### config.mk
export PLATFORM = sky130hd
export DESIGN_NAME = renode_input_monitor
export DESIGN_NICKNAME = d
export VERILOG_FILES = /design/src/rtl/renode_input_monitor.sv
export SDC_FILE = /design/constraint.sdc
export NUM_CORES = 1
export LEC_CHECK = 0
export CAP_MARGIN = 20
export CORE_AREA = 2 2 39 41
export DETAILED_ROUTE_END_ITERATION = 8
export DIE_AREA = 0 0 41 43
export GPL_ROUTABILITY_DRIVEN = 0
export PLACE_DENSITY = 0.37
export SLEW_MARGIN = 25
export SYNTH_ARGS = -nofsm -noshare
export SYNTH_HDL_FRONTEND = slang
export SYNTH_SLANG_ARGS = --single-unit
### constraint.sdc
create_clock -name clk -period 1.1 [get_ports clk]
set_input_delay 0.11 -clock clk [delete_from_list [all_inputs] [get_ports clk]]
set_output_delay 0.11 -clock clk [all_outputs]
set_load 0.05 [all_outputs]
### src/rtl/renode_input_monitor.sv
// rtl/renode_input_monitor.sv - synchronises GPIO lines and reports each level change as an
// (index, value) event on a valid/ready stream with round-robin arbitration between lines.
module renode_input_monitor #(
  parameter int InputsCount = 1,
  parameter int SyncStages  = 2,
  localparam int IndexWidth = (InputsCount > 1) ? $clog2(InputsCount) : 1
) (
  input  logic                   clk,
  input  logic                   resetn,
  input  logic [InputsCount-1:0] inputs,
  output logic                   event_valid,
  input  logic                   event_ready,
  output logic [IndexWidth-1:0]  event_index,
  output logic                   event_value,
  output logic [InputsCount-1:0] pending
);

  logic [InputsCount-1:0] synced;
  logic [InputsCount-1:0] reported_q, reported_d;
  logic [InputsCount-1:0] slot_mask;
  logic [InputsCount-1:0] pending_w;
  logic                   event_valid_q, event_valid_d;
  logic                   event_value_q, event_value_d;
  logic [IndexWidth-1:0]  event_index_q, event_index_d;
  logic [IndexWidth-1:0]  rr_ptr_q, rr_ptr_d;
  logic [IndexWidth-1:0]  sel_idx;
  logic                   sel_found;
  logic                   accept;

  generate
    if (SyncStages == 0) begin : g_nosync
      assign synced = inputs;
    end else begin : g_sync
      logic [InputsCount-1:0] sync_q [SyncStages];
      always_ff @(posedge clk or negedge resetn) begin
        if (!resetn) begin
          for (int s = 0; s < SyncStages; s++) sync_q[s] <= '0;
        end else begin
          sync_q[0] <= inputs;
          for (int s = 1; s < SyncStages; s++) sync_q[s] <= sync_q[s-1];
        end
      end
      assign synced = sync_q[SyncStages-1];
    end
  endgenerate

  // The line sitting in the slot is never pending, so it cannot be chosen again while
  // it is held or in the cycle it is accepted.
  assign accept    = event_valid_q & event_ready;
  assign slot_mask = event_valid_q ? (InputsCount'(1) << event_index_q) : '0;
  assign pending_w = (synced ^ reported_q) & ~slot_mask;

  always_comb begin
    int j;
    int nxt;
    j             = 0;
    nxt           = 0;
    sel_found     = 1'b0;
    sel_idx       = '0;
    reported_d    = reported_q;
    event_valid_d = event_valid_q;
    event_index_d = event_index_q;
    event_value_d = event_value_q;
    rr_ptr_d      = rr_ptr_q;

    for (int k = 0; k < InputsCount; k++) begin
      j = int'(rr_ptr_q) + k;
      if (j >= InputsCount) j = j - InputsCount;
      if (!sel_found && |(pending_w & (InputsCount'(1) << j))) begin
        sel_found = 1'b1;
        sel_idx   = IndexWidth'(j);
      end
    end

    if (accept) begin
      reported_d = (reported_q & ~slot_mask) | (event_value_q ? slot_mask : '0);
    end

    if (!event_valid_q || accept) begin
      if (sel_found) begin
        event_valid_d = 1'b1;
        event_index_d = sel_idx;
        event_value_d = |(synced & (InputsCount'(1) << sel_idx));
        nxt           = int'(sel_idx) + 1;
        if (nxt >= InputsCount) nxt = 0;
        rr_ptr_d      = IndexWidth'(nxt);
      end else begin
        event_valid_d = 1'b0;
      end
    end
  end

  always_ff @(posedge clk or negedge resetn) begin
    if (!resetn) begin
      reported_q    <= '0;
      event_valid_q <= 1'b0;
      event_index_q <= '0;
      event_value_q <= 1'b0;
      rr_ptr_q      <= '0;
    end else begin
      reported_q    <= reported_d;
      event_valid_q <= event_valid_d;
      event_index_q <= event_index_d;
      event_value_q <= event_value_d;
      rr_ptr_q      <= rr_ptr_d;
    end
  end

  assign event_valid = event_valid_q;
  assign event_index = event_index_q;
  assign event_value = event_value_q;
  assign pending     = pending_w;

endmodule

# == Word level (Yosys, flattened, before mapping) ==
# Index checks and enable logic that the tools add are counted.
# word_totals
ramBits,0
register_bits,7
mem_count,0
latchBits,0
rom_bits,0
# classes
order_cmp,2
add_sub_neg,2
n_reduce_logical,3
n_mul,0
bitwise_logic,8
n_shift,3
muxes,7
eq_ne,0
div,0
# op_table
cell,n
32-bit 2-to-1 mux,1
"1-bit by 32-bit << shifter with 1-bit output, first input constant",1
1-bit 2-to-1 mux,6
1-bit AND,5
"1-bit by 1-bit adder with 2-bit output, second input constant",1
"2-bit by 1-bit >= comparator with 1-bit output, second input constant",1
2-bit AND reduction,1
"1-bit by 1-bit << shifter with 1-bit output, first input constant",2
"1-bit by 1-bit subtractor with 2-bit output, second input constant",1
"1-bit >= comparator, second input constant",1
1-bit zero test,1
1-bit logical OR,1
1-bit NOT,1
1-bit bitwise OR,1
1-bit bitwise XOR,1

# == Logic depth before layout (Yosys ltp) ==
# depth
word_depth,9
ltp_mapped,2
ltp_nobuf,2

# == Worst setup path before layout ==
# No wires, ideal clock.
# synth_timing
kind,register to output
startpoint,register event_valid_q (netlist: event_valid)
endpoint,output pending
arrival_time_ns,1.332
stages_incl_launch_ff,2
slack_ns,-0.342
path_cell_list,dfrtp_1 -> nor2_1
# synth_via
elab_chain_len,3
# synth_lines
element,line_no,rtl
from (decl),22,"logic event_valid_q, event_valid_d;"
from (signal assigned),102,event_valid_q <= event_valid_d;
1-bit 2-to-1 mux,50,assign slot_mask = event_valid_q ? (InputsCount'(1) << event_index_q) : '0;
1-bit NOT,51,assign pending_w = (synced ^ reported_q) & ~slot_mask;
1-bit AND,51,
to (decl),15,output logic [InputsCount-1:0] pending
# No other way between the ends.

# == Final worst setup path ==
# layout_timing
startpoint,"register g_sync.sync_q, in the netlist synced"
endpoint,output pending
# layout_via
elab_chain_len,2
# layout_lines
element,line_no,rtl
from (decl),34,logic [InputsCount-1:0] sync_q [SyncStages];
1-bit bitwise XOR,51,
1-bit AND,51,
# No other way between the ends.

==> reports/qor.yml <==
run_status:
  status: "complete, but fails checks"
  violations: "negative setup slack"
worst_setup_path:
  setup.worst_path.start: "synced$_DFF_PN0_"
  worstSetupPathType: "reg2out"
  rr_startpoint: "event_valid$_DFFE_PN0P_"
  worstPathArrival_ns: 1.08
  worstPathRequired_ns: 0.99
  cp-start-kind: "flop"
  cp_max_fo: 2
  reg2regPathDepth: 2
  worstSetupEndpointType: "output pin"
clock_network:
  root_buffer: "clkbuf_4"
  cts_buffers: 3
  htree_levels: 1
  holdBufCountCts: 0
  cts_tree: "yes"
  clk_path_buf_depth: 2
  cts_sinks: 5
  worstSkewPairLatency_ns: 0.24
  clk_pin_slew_worst_paths_ns: 0.04
timing:
  hold_viol_final: 0
  max_freq_ghz: 0.841
  layout_setup_ws_ns: -0.0890
  final-setup-viol-count: 1
  rsz0062_at_grt: "true"
  fin_crit_sh_pct: 108
  period_minus_slack_ns: 1.19
  tns_ns: -0.0890
  slew_viol_final: 0
  finClkSkew_ns: 0.00180
yosys:
  synth_top_area_share_pct: 62.5
  syn_nets: 19
  ys_seq_elements: 5
  netlist_area_um2: 200
  yosysUniqueCellTypes: 11
  synthTopCellsByArea: "dfrtp_1, mux2_4, mux2i_1"
  syn-instance-count: 15
  synth_area_leader_cell: "dfrtp_1"
  synth_area_per_cell_um2: 13.3
  seq_area_frac_synth_pct: 62.5
  ys_warn_count: 0
routing:
  vias_per_cell: 3.29
  detail_route.wl_per_cell_um: 8.10
  drcViolationCount: 0
  drt_pass1_iterations: 1
  vias: 135
  drt_iter0_drc: 0
  ant_nets: 0
  drt-total-wl_um: 332
global_route:
  overflow: 0
  grt_use_met3_pct: 3.14
  met1_usage_pct: 4.62
  track_usage_pct: 5.16
  grt_max_degree: 7
  antenna_found_initial: 0
  use_met2_pct: 6.88
  grt_pass1_vias: 146
  grt_pass1_wl_um: 531
  grt_busiest_layer: "met2"
die:
  initial_utilization_pct: 14.5
  ios: 8
  row_count: 14
  core_mm2: 0.00138
  dieHeight_um: 43
  die_x_um: 41
  die_area_mm2: 0.00176
power:
  pwr-share-comb_pct: 54.5
  ir_drop_mv: 0.788
  powerDensity_mw_per_mm2: 3450
  internal-power_uw: 739
  power.switching_uw: 464
  leakage_uw: 0.000154
  seqPwrFrac_pct: 28.1
  switching_share_pct: 38.6
  p_clk_share_pct: 17.3
placed_design:
  port_buffers: 6
  place_hpwl_um: 252
final_layout:
  fillers: 151
  syn2layout_area_growth_pct: 74.4
  nets: 30
  drive_above_1_share_pct: 48.0
  antennaDiodeCount: 0
  utilization_pct: 25.2
worst_hold_path:
  min_path_type: "in2async"
run:
  cap_violations: 0
placed cells by master (no fill, tap or decap):
master,synthesis,routed
a22o_1,1,1
conb_1,1,1
nand2_1,1,1
o21bai_1,1,1
mux2_4,1,1
xnor2_2,0,1
dfrtp_1,5,3
clkbuf_1,0,1
buf_4,1,1
dfrtp_2,0,2
clkdlybuf4s50_1,0,3
buf_12,0,3
nor2_2,0,1
mux2i_1,1,1
nand2b_1,1,1
clkbuf_4,0,3
state kept, by name, indices dropped and copies added (netlist names):
name / flops
synced: 1
reported_q: 1
event_value: 1
event_valid: 1
g_sync.sync_q: 1
worst paths after layout:
path	endpoint	slack, ns
max reg2reg	reported_q$_DFFE_PN0P_	0.13
min in group clk	g_sync.sync_q[1]$_DFF_PN0_	0.31
max	pending	-0.09
min	synced$_DFF_PN0_	0.09
min reg2reg	synced$_DFF_PN0_	0.35
max in group asynchronous	event_value$_DFFE_PN0P_	0.80
critical path: stages, from the launching register on:
cell and delay [ns]:
dfrtp_1 0.40, xnor2_2 0.16, nor2_2 0.13, buf_12 0.15
routing by layer:
| metal | vias up | share of wire, % |
|---|---|---|
| met5 | - | 0 |
| met4 | 0 | 0 |
| met3 | 0 | 11 |
| met2 | 7 | 49 |
| met1 | 61 | 39 |
| li1 | 67 | - |
stage by stage:
step / total power [uW] / instances / cell area, um2 / hold WS (ns) / worst slack, ns
after floorplan: 664 / 15 / 205 / -0.186 / -0.0130
after global placement: 960 / 36 / 308 / 0.334 / 0.00322
after detailed placement: 960 / 36 / 308 / 0.339 / 0.0168
after CTS: 1200 / 41 / 342 / 0.0939 / -0.118
after global routing: 1270 / 41 / 349 / 0.0934 / -0.144
final: 1200 / 41 / 349 / 0.0937 / -0.0890
cell families (layout without fill, tap and decap cells):
logic type / Yosys count / in the layout / synth area share (%)
DFF: 5 / 5 / 62.5
and+or+nand+nor: 3 / 3 / 6.87
AOI/OAI and AO/OA: 2 / 2 / 8.13
muxes: 2 / 2 / 12.5
other: 1 / 1 / 1.87
xor gates and xnor gates: 1 / 1 / 4.38
buffers and inverters: 1 / 11 / 3.75
cell type report:
class                   count  area [um2]  area share, %
flip-flops and latches      5         128           36.6
repair buffers              7        97.6           28.0
multi-input cells           9        77.6           22.2
clock buffers               4        26.3           7.53
well taps                  16        20.0           5.73
synthesized netlist by cell type:
library cell / number
dfrtp_1: 5
a22o_1: 1
buf_4: 1
conb_1: 1
mux2_4: 1
mux2i_1: 1
nand2_1: 1
nand2b_1: 1
nor2_1: 1
o21bai_1: 1
xnor2_1: 1
what timing repair did:
item / CTS / global route
setup endpoints to repair: 1 / 1
resized for setup: 0 / 1
buffers inserted: 1 / 0
pin swaps: 1 / 1
power groups by stage:
stage | sequential, uW | combinational [uW] | clock, uW
finish | 338 | 656 | 209
global route | 349 | 686 | 237
CTS | 335 | 653 | 217
detailed placement | 342 | 618 | 0
global placement | 342 | 618 | 0
floorplan | 445 | 219 | 0
(Power assumes the default switching activity.)
